## config.mk

```make
export PLATFORM = sky130hd
export DESIGN_NAME = vga_rect_fill_ctrl_flat
export DESIGN_NICKNAME = d
export VERILOG_FILES = /design/src/rtl/vga_rect_fill_if.sv /design/src/rtl/vga_rect_fill_ctrl.sv /design/src/flat_wrapper.sv
export SDC_FILE = /design/constraint.sdc
export NUM_CORES = 1
export LEC_CHECK = 0
export BUFFER_PORTS_ARGS = -buffer_cell sky130_fd_sc_hd__buf_2
export CORE_UTILIZATION = 55
export DETAILED_ROUTE_END_ITERATION = 8
export PLACE_DENSITY_LB_ADDON = 0.25
export SETUP_SLACK_MARGIN = 0.4
export SLEW_MARGIN = 5
export SYNTH_ARGS = -nofsm -noshare
export SYNTH_HDL_FRONTEND = slang
export SYNTH_SLANG_ARGS = --single-unit
```

## constraint.sdc

```tcl
create_clock -name clock -period 8 [get_ports clock]
set_input_delay 0.8 -clock clock [delete_from_list [all_inputs] [get_ports clock]]
set_output_delay 0.8 -clock clock [all_outputs]
set_load 0.01 [all_outputs]
```

## src/rtl/vga_rect_fill_if.sv

```systemverilog
// Pixel-fill request and adapter write-port bundle between draw logic and vga_rect_fill_ctrl.
`timescale 1ns/1ps
interface vga_rect_fill_if #(
    parameter int COLOUR_BITS = 3
);
    logic                   start;
    logic [7:0]             x0;
    logic [6:0]             y0;
    logic [7:0]             w;
    logic [6:0]             h;
    logic [COLOUR_BITS-1:0] colour_in;
    logic                   hold;
    logic [7:0]             x;
    logic [6:0]             y;
    logic [COLOUR_BITS-1:0] colour;
    logic                   plot;
    logic                   busy;
    logic                   done;

    modport master (
        output start, x0, y0, w, h, colour_in, hold,
        input  x, y, colour, plot, busy, done
    );

    modport slave (
        input  start, x0, y0, w, h, colour_in, hold,
        output x, y, colour, plot, busy, done
    );
endinterface

```

## src/rtl/vga_rect_fill_ctrl.sv

```systemverilog
// Walks a clipped rectangle in raster order, presenting one pixel write per cycle
// to the vga_adapter write port, with hold back-pressure and busy/done status.
`timescale 1ns/1ps
module vga_rect_fill_ctrl #(
    parameter int SCREEN_W    = 160,
    parameter int SCREEN_H    = 120,
    parameter int COLOUR_BITS = 3
) (
    input  logic           clock,
    input  logic           reset,
    vga_rect_fill_if.slave bus
);
    typedef enum logic [1:0] {IDLE, FILL, DONE} state_t;

    localparam logic [8:0] X_MAX = 9'(SCREEN_W - 1);
    localparam logic [7:0] Y_MAX = 8'(SCREEN_H - 1);

    state_t                 state, state_n;
    logic [7:0]             x_r, x_n, x_start, x_start_n, x_end, x_end_n;
    logic [6:0]             y_r, y_n, y_end, y_end_n;
    logic [COLOUR_BITS-1:0] colour_r, colour_n;
    logic                   plot_r, plot_n, busy_r, busy_n, done_r, done_n;
    logic [8:0]             x_sum;
    logic [7:0]             y_sum;
    logic                   degenerate;

    always_ff @(posedge clock) begin
        if (reset) begin
            state    <= IDLE;
            x_r      <= '0;
            y_r      <= '0;
            colour_r <= '0;
            plot_r   <= 1'b0;
            busy_r   <= 1'b0;
            done_r   <= 1'b0;
        end else begin
            state    <= state_n;
            x_r      <= x_n;
            y_r      <= y_n;
            colour_r <= colour_n;
            plot_r   <= plot_n;
            busy_r   <= busy_n;
            done_r   <= done_n;
        end
        x_start <= x_start_n;
        x_end   <= x_end_n;
        y_end   <= y_end_n;
    end

    always_comb begin
        state_n    = state;
        x_n        = x_r;
        y_n        = y_r;
        colour_n   = colour_r;
        x_start_n  = x_start;
        x_end_n    = x_end;
        y_end_n    = y_end;
        plot_n     = 1'b0;
        busy_n     = busy_r;
        done_n     = 1'b0;
        // Widened sums so an oversized rectangle clips instead of wrapping
        x_sum      = {1'b0, bus.x0} + {1'b0, bus.w} - 9'd1;
        y_sum      = {1'b0, bus.y0} + {1'b0, bus.h} - 8'd1;
        degenerate = (bus.w == 8'd0) || (bus.h == 7'd0) ||
                     ({1'b0, bus.x0} > X_MAX) || ({1'b0, bus.y0} > Y_MAX);

        case (state)
            IDLE: begin
                if (bus.start) begin
                    if (degenerate) begin
                        state_n = DONE;
                        done_n  = 1'b1;
                    end else begin
                        state_n   = FILL;
                        x_n       = bus.x0;
                        y_n       = bus.y0;
                        colour_n  = bus.colour_in;
                        x_start_n = bus.x0;
                        x_end_n   = (x_sum > X_MAX) ? X_MAX[7:0] : x_sum[7:0];
                        y_end_n   = (y_sum > Y_MAX) ? Y_MAX[6:0] : y_sum[6:0];
                        plot_n    = !bus.hold;
                        busy_n    = 1'b1;
                    end
                end
            end
            FILL: begin
                // A pixel is consumed only in a cycle where it was presented with plot high;
                // a held cycle re-presents the same coordinates once hold drops.
                if (plot_r) begin
                    if (x_r == x_end && y_r == y_end) begin
                        state_n = DONE;
                        busy_n  = 1'b0;
                        done_n  = 1'b1;
                    end else begin
                        if (x_r < x_end) begin
                            x_n = x_r + 8'd1;
                        end else begin
                            x_n = x_start;
                            y_n = y_r + 7'd1;
                        end
                        plot_n = !bus.hold;
                    end
                end else begin
                    plot_n = !bus.hold;
                end
            end
            DONE: begin
                state_n = IDLE;
                busy_n  = 1'b0;
            end
            default: state_n = IDLE;
        endcase
    end

    assign bus.x      = x_r;
    assign bus.y      = y_r;
    assign bus.colour = colour_r;
    assign bus.plot   = plot_r;
    assign bus.busy   = busy_r;
    assign bus.done   = done_r;
endmodule

```

## src/flat_wrapper.sv

```systemverilog
// flat-port wrapper written by rule: the top's interface ports become plain ports
module vga_rect_fill_ctrl_flat 
#(
    parameter int SCREEN_W    = 160,
    parameter int SCREEN_H    = 120,
    parameter int COLOUR_BITS = 3
)
  (clock, reset, bus_start, bus_x0, bus_y0, bus_w, bus_h, bus_colour_in, bus_hold, bus_x, bus_y, bus_colour, bus_plot, bus_busy, bus_done);
  vga_rect_fill_if #(.COLOUR_BITS(COLOUR_BITS)) bus_i ();
  input  logic clock;
  input  logic reset;
  input wire logic [$bits(bus_i.start)-1:0] bus_start;
  input wire logic [$bits(bus_i.x0)-1:0] bus_x0;
  input wire logic [$bits(bus_i.y0)-1:0] bus_y0;
  input wire logic [$bits(bus_i.w)-1:0] bus_w;
  input wire logic [$bits(bus_i.h)-1:0] bus_h;
  input wire logic [$bits(bus_i.colour_in)-1:0] bus_colour_in;
  input wire logic [$bits(bus_i.hold)-1:0] bus_hold;
  output wire logic [$bits(bus_i.x)-1:0] bus_x;
  output wire logic [$bits(bus_i.y)-1:0] bus_y;
  output wire logic [$bits(bus_i.colour)-1:0] bus_colour;
  output wire logic [$bits(bus_i.plot)-1:0] bus_plot;
  output wire logic [$bits(bus_i.busy)-1:0] bus_busy;
  output wire logic [$bits(bus_i.done)-1:0] bus_done;
  assign bus_i.start = bus_start;
  assign bus_i.x0 = bus_x0;
  assign bus_i.y0 = bus_y0;
  assign bus_i.w = bus_w;
  assign bus_i.h = bus_h;
  assign bus_i.colour_in = bus_colour_in;
  assign bus_i.hold = bus_hold;
  assign bus_x = bus_i.x;
  assign bus_y = bus_i.y;
  assign bus_colour = bus_i.colour;
  assign bus_plot = bus_i.plot;
  assign bus_busy = bus_i.busy;
  assign bus_done = bus_i.done;
  vga_rect_fill_ctrl #(.SCREEN_W(SCREEN_W), .SCREEN_H(SCREEN_H), .COLOUR_BITS(COLOUR_BITS)) u_core (.clock(clock), .reset(reset), .bus(bus_i));
endmodule
```

==> results.py <==
metrics = {
    "outcome": {
        "status": "finished with violations",
        "violations": "design-rule violations",
    },
    "routing": {
        "firstDrtPassIters": 8,
        "postRouteAntennaNets": 0,
        "initialDrtViolationCount": 184,
        "via_per_inst": 5.81,
        "via_count": 3049,
        "wire_per_inst_um": 14.9,
        "drc": 1,
        "wirelength_mm": 7.81,
    },
    "synthesis": {
        "syn_nets": 473,
        "yosys_warnings": 0,
        "synth_simple_gate_area_share_pct": 15.3,
        "syn_area_per_cell_um2": 8.69,
        "syn-cell-area_um2": 3420,
        "synth_top_family_by_area": "compound AO/OA/AOI/OAI gates",
        "synthArstFlopShare_pct": 0,
        "synth_mux_area_share_pct": 1.50,
        "synth-edff-count": 23,
        "postSynthCellCount": 393,
        "synth_xor_area_share_pct": 5.38,
        "synthAdderAreaFrac_pct": 16.2,
        "ys.flop_type": "edfxtp_1",
        "synth-compound-area-share_pct": 18.5,
        "ys_seq_area_share_pct": 33.7,
        "synth-seq-cells": 46,
        "synth_cell_type_count": 53,
    },
    "pwr": {
        "p_leak_nw": 1.82,
        "pwr_density_cell_nw_per_um2": 178,
        "intPower_mw": 0.447,
        "power_frac_seq_pct": 44.1,
        "clkPwrFrac_pct": 21.3,
        "max-vdd-ir-drop_v": 0.000101,
        "switchingPower_mw": 0.240,
        "combPwrFrac_pct": 34.6,
        "swShare_pct": 35.0,
    },
    "placement": {
        "gp_congestion": 0.877,
        "port_buffers": 57,
        "hpwl_mm": 6.07,
    },
    "timing": {
        "finClkSkew_ns": 0.00594,
        "whs_ns": 0.500,
        "grt_setup_unrepaired": "no",
        "fin_tns_setup_ns": 0,
        "max_slew.worst_pin.slew_ns": 0.724,
        "finalCriticalPeriod_ns": 3.36,
        "drv_slew": 0,
        "setup_viol_count_final": 0,
        "post-route-period-util_pct": 42.0,
        "fmax_mhz": 298,
        "final-hold-violation-count": 0,
        "relSlewSlack_pct": 51.7,
    },
    "clock_network": {
        "cts_tree": "done",
        "hold_buffers": 0,
        "cts_buffers": 5,
        "postCtsSetupRepairBufs": 0,
        "clk_pin_slew_ns": 0.08,
        "ctsLongestPathBuffers": 2,
        "htree_levels": 2,
        "cts_sinks": 46,
        "clk_latency_ns": 0.30,
        "cts_root_buffer": "clkbuf_8",
        "post_cts_resized": 0,
    },
    "global_route": {
        "grt_pass1_wl_mm": 13.0,
        "grt.total_usage_pct": 25.8,
        "grt_max_degree": 32,
        "antenna_found_initial": 0,
        "grt_pass1_vias": 2820,
        "overflow": 0,
    },
    "finish": {
        "diodes": 0,
        "nNetsFinal": 529,
        "final-seq-area_um2": 1150,
        "multi_input_area_um2": 1940,
        "fill_cells": 524,
        "area_growth_pct": 12.9,
        "drive_above_1_share_pct": 17.3,
    },
    "floorplanning": {
        "io_pins": 58,
        "start_util_pct": 57.4,
        "core.rowCount": 28,
        "die_w_um": 80.8,
        "coreArea_um2": 5960,
        "die-area_um2": 6530,
        "die_h_um": 80.8,
    },
    "critical_path": {
        "startpoint_type": "primary input",
        "cp_max_fo": 6,
        "worstSetupPathType": "primary input to flip-flop",
        "cp-end-kind": "flip-flop",
        "cp.arrival_ns": 3.41,
        "cp_data_required_time_ns": 8.05,
    },
    "min_path": {
        "holdCritPathClass": "flip-flop to flip-flop",
    },
    "run": {
        "drv_cap": 0,
    },
}
[cells by family after synthesis]
kind of cell | after synthesis
AOI/OAI and AO/OA | 92
DFF | 46
buffers and inverters | 86
muxes | 5
and+or+nand+nor | 100
adders and majority gates | 43
xor gates and xnor gates | 21
[synth_stat cells, types with 2 or more instances]
cell type,count,share of area (%)
inv_1,77,8.5
ha_1,41,15
dfxtp_1,23,13
edfxtp_1,23,20
nand2_1,19,2.1
nor2_1,18,2.0
a21oi_1,17,2.5
o211ai_1,17,3.7
nand3_1,16,2.3
o21ai_0,15,2.2
nor3_1,11,1.6
xor2_1,11,2.8
xnor2_1,10,2.6
a31oi_1,9,1.6
clkbuf_1,7,0.77
a21o_1,6,1.3
nand4_1,6,1.1
o32ai_1,6,1.5
nor2b_1,5,0.92
nor4_1,5,0.92
or2_2,5,0.92
and3_1,4,0.73
mux2i_1,4,1.2
and2_1,3,0.55
a2111oi_0,2,0.51
fa_1,2,1.2
nor3b_1,2,0.44
o21bai_1,2,0.44
o221ai_1,2,0.51
o41a_1,2,0.66
[through the flow]
stage | power (mW) | util [%] | std cells | instance area, um2 | setup slack (ns)
floorplan | 0.474 | - | 393 | 3420 | 4.67
global placement | 0.534 | 63.2 | 517 | 3760 | 4.42
detailed placement | 0.544 | 63.2 | 517 | 3760 | 4.33
CTS | 0.687 | 64.7 | 525 | 3850 | 4.64
global route | 0.733 | 64.7 | 525 | 3850 | 4.40
finish | 0.687 | 64.7 | 525 | 3850 | 4.64
[metal layers]
| layer | vias up | global-route usage [%] | routed length (um) |
|---|---|---|---|
| met4 | 0 | 7.32 | 100 |
| met3 | 9 | 3.71 | 396 |
| li1 | 1505 | - | - |
| met1 | 1429 | 35.5 | 3640 |
| met5 | - | 0 | 0 |
| met2 | 106 | 41.9 | 3670 |
[cell usage in the layout (no fill, tap or decap), types with 3 or more instances in the layout]
cell type  count
inv_1         77
buf_2         57
ha_1          41
dfxtp_1       23
edfxtp_1      23
nand2_1       19
nor2_1        18
o211ai_1      17
a21oi_1       17
nand3_1       16
o21ai_0       15
xor2_1        11
nor3_1        11
xnor2_1       10
a31oi_1        9
nand4_1        6
o32ai_1        6
a21o_1         6
clkbuf_8       6
nor4_1         5
nor2b_1        5
or2_2          5
mux2i_1        4
and3_1         4
and2_1         3
[state kept, by name, summed over array words and instances (netlist names), 2 cells and up]
| register | flops |
|---|---|
| u_core.bus.colour | 3 |
| u_core.bus.x | 8 |
| u_core.bus.y | 7 |
| u_core.state | 2 |
| u_core.x_end | 8 |
| u_core.x_start | 8 |
| u_core.y_end | 7 |
[critical path, stage by stage]
cell and delay [ns]:
buf_2 0.09, inv_1 0.04, ha_1 0.26, inv_1 0.04
ha_1 0.22, fa_1 0.40, a21oi_1 0.17, o21bai_1 0.13
a21o_1 0.20, a311oi_1 0.54, o21ai_0 0.22, or2_2 0.32
[power by group through the flow]
stage	registers, mW	logic (mW)	clock network [mW]
global route	0.306	0.269	0.158
CTS	0.302	0.237	0.148
finish	0.303	0.238	0.147
floorplan	0.308	0.167	0
global placement	0.307	0.227	0
detailed placement	0.308	0.236	0
[final cells by class]
cell class / count / share of cell area, %
Clock buffer: 7 / 2.24
Clock inverter: 1 / 0.130
Inverter: 78 / 7.59
Multi-Input combinational cell: 261 / 50.3
Sequential cell: 46 / 29.9
Tap cell: 75 / 2.43
Timing Repair Buffer: 57 / 7.40
[path summary, 6_finish.rpt]
check,startpoint,end,slack [ns],cells after the start
setup reg to reg,u_core.state[1]$_SDFFE_PP0P_,u_core.bus.y[3]$_SDFFE_PP0P_,5.23,7
hold / removal,u_core.bus.colour[2]$_SDFFE_PP0P_,u_core.bus.colour[2]$_SDFFE_PP0P_,0.50,2
hold reg to reg,u_core.bus.colour[2]$_SDFFE_PP0P_,u_core.bus.colour[2]$_SDFFE_PP0P_,0.50,2
setup / recovery,bus_h[1],u_core.y_end[2]$_SDFFCE_PN1P_,4.64,12
Note: power is estimated with default switching activity, not from simulation.
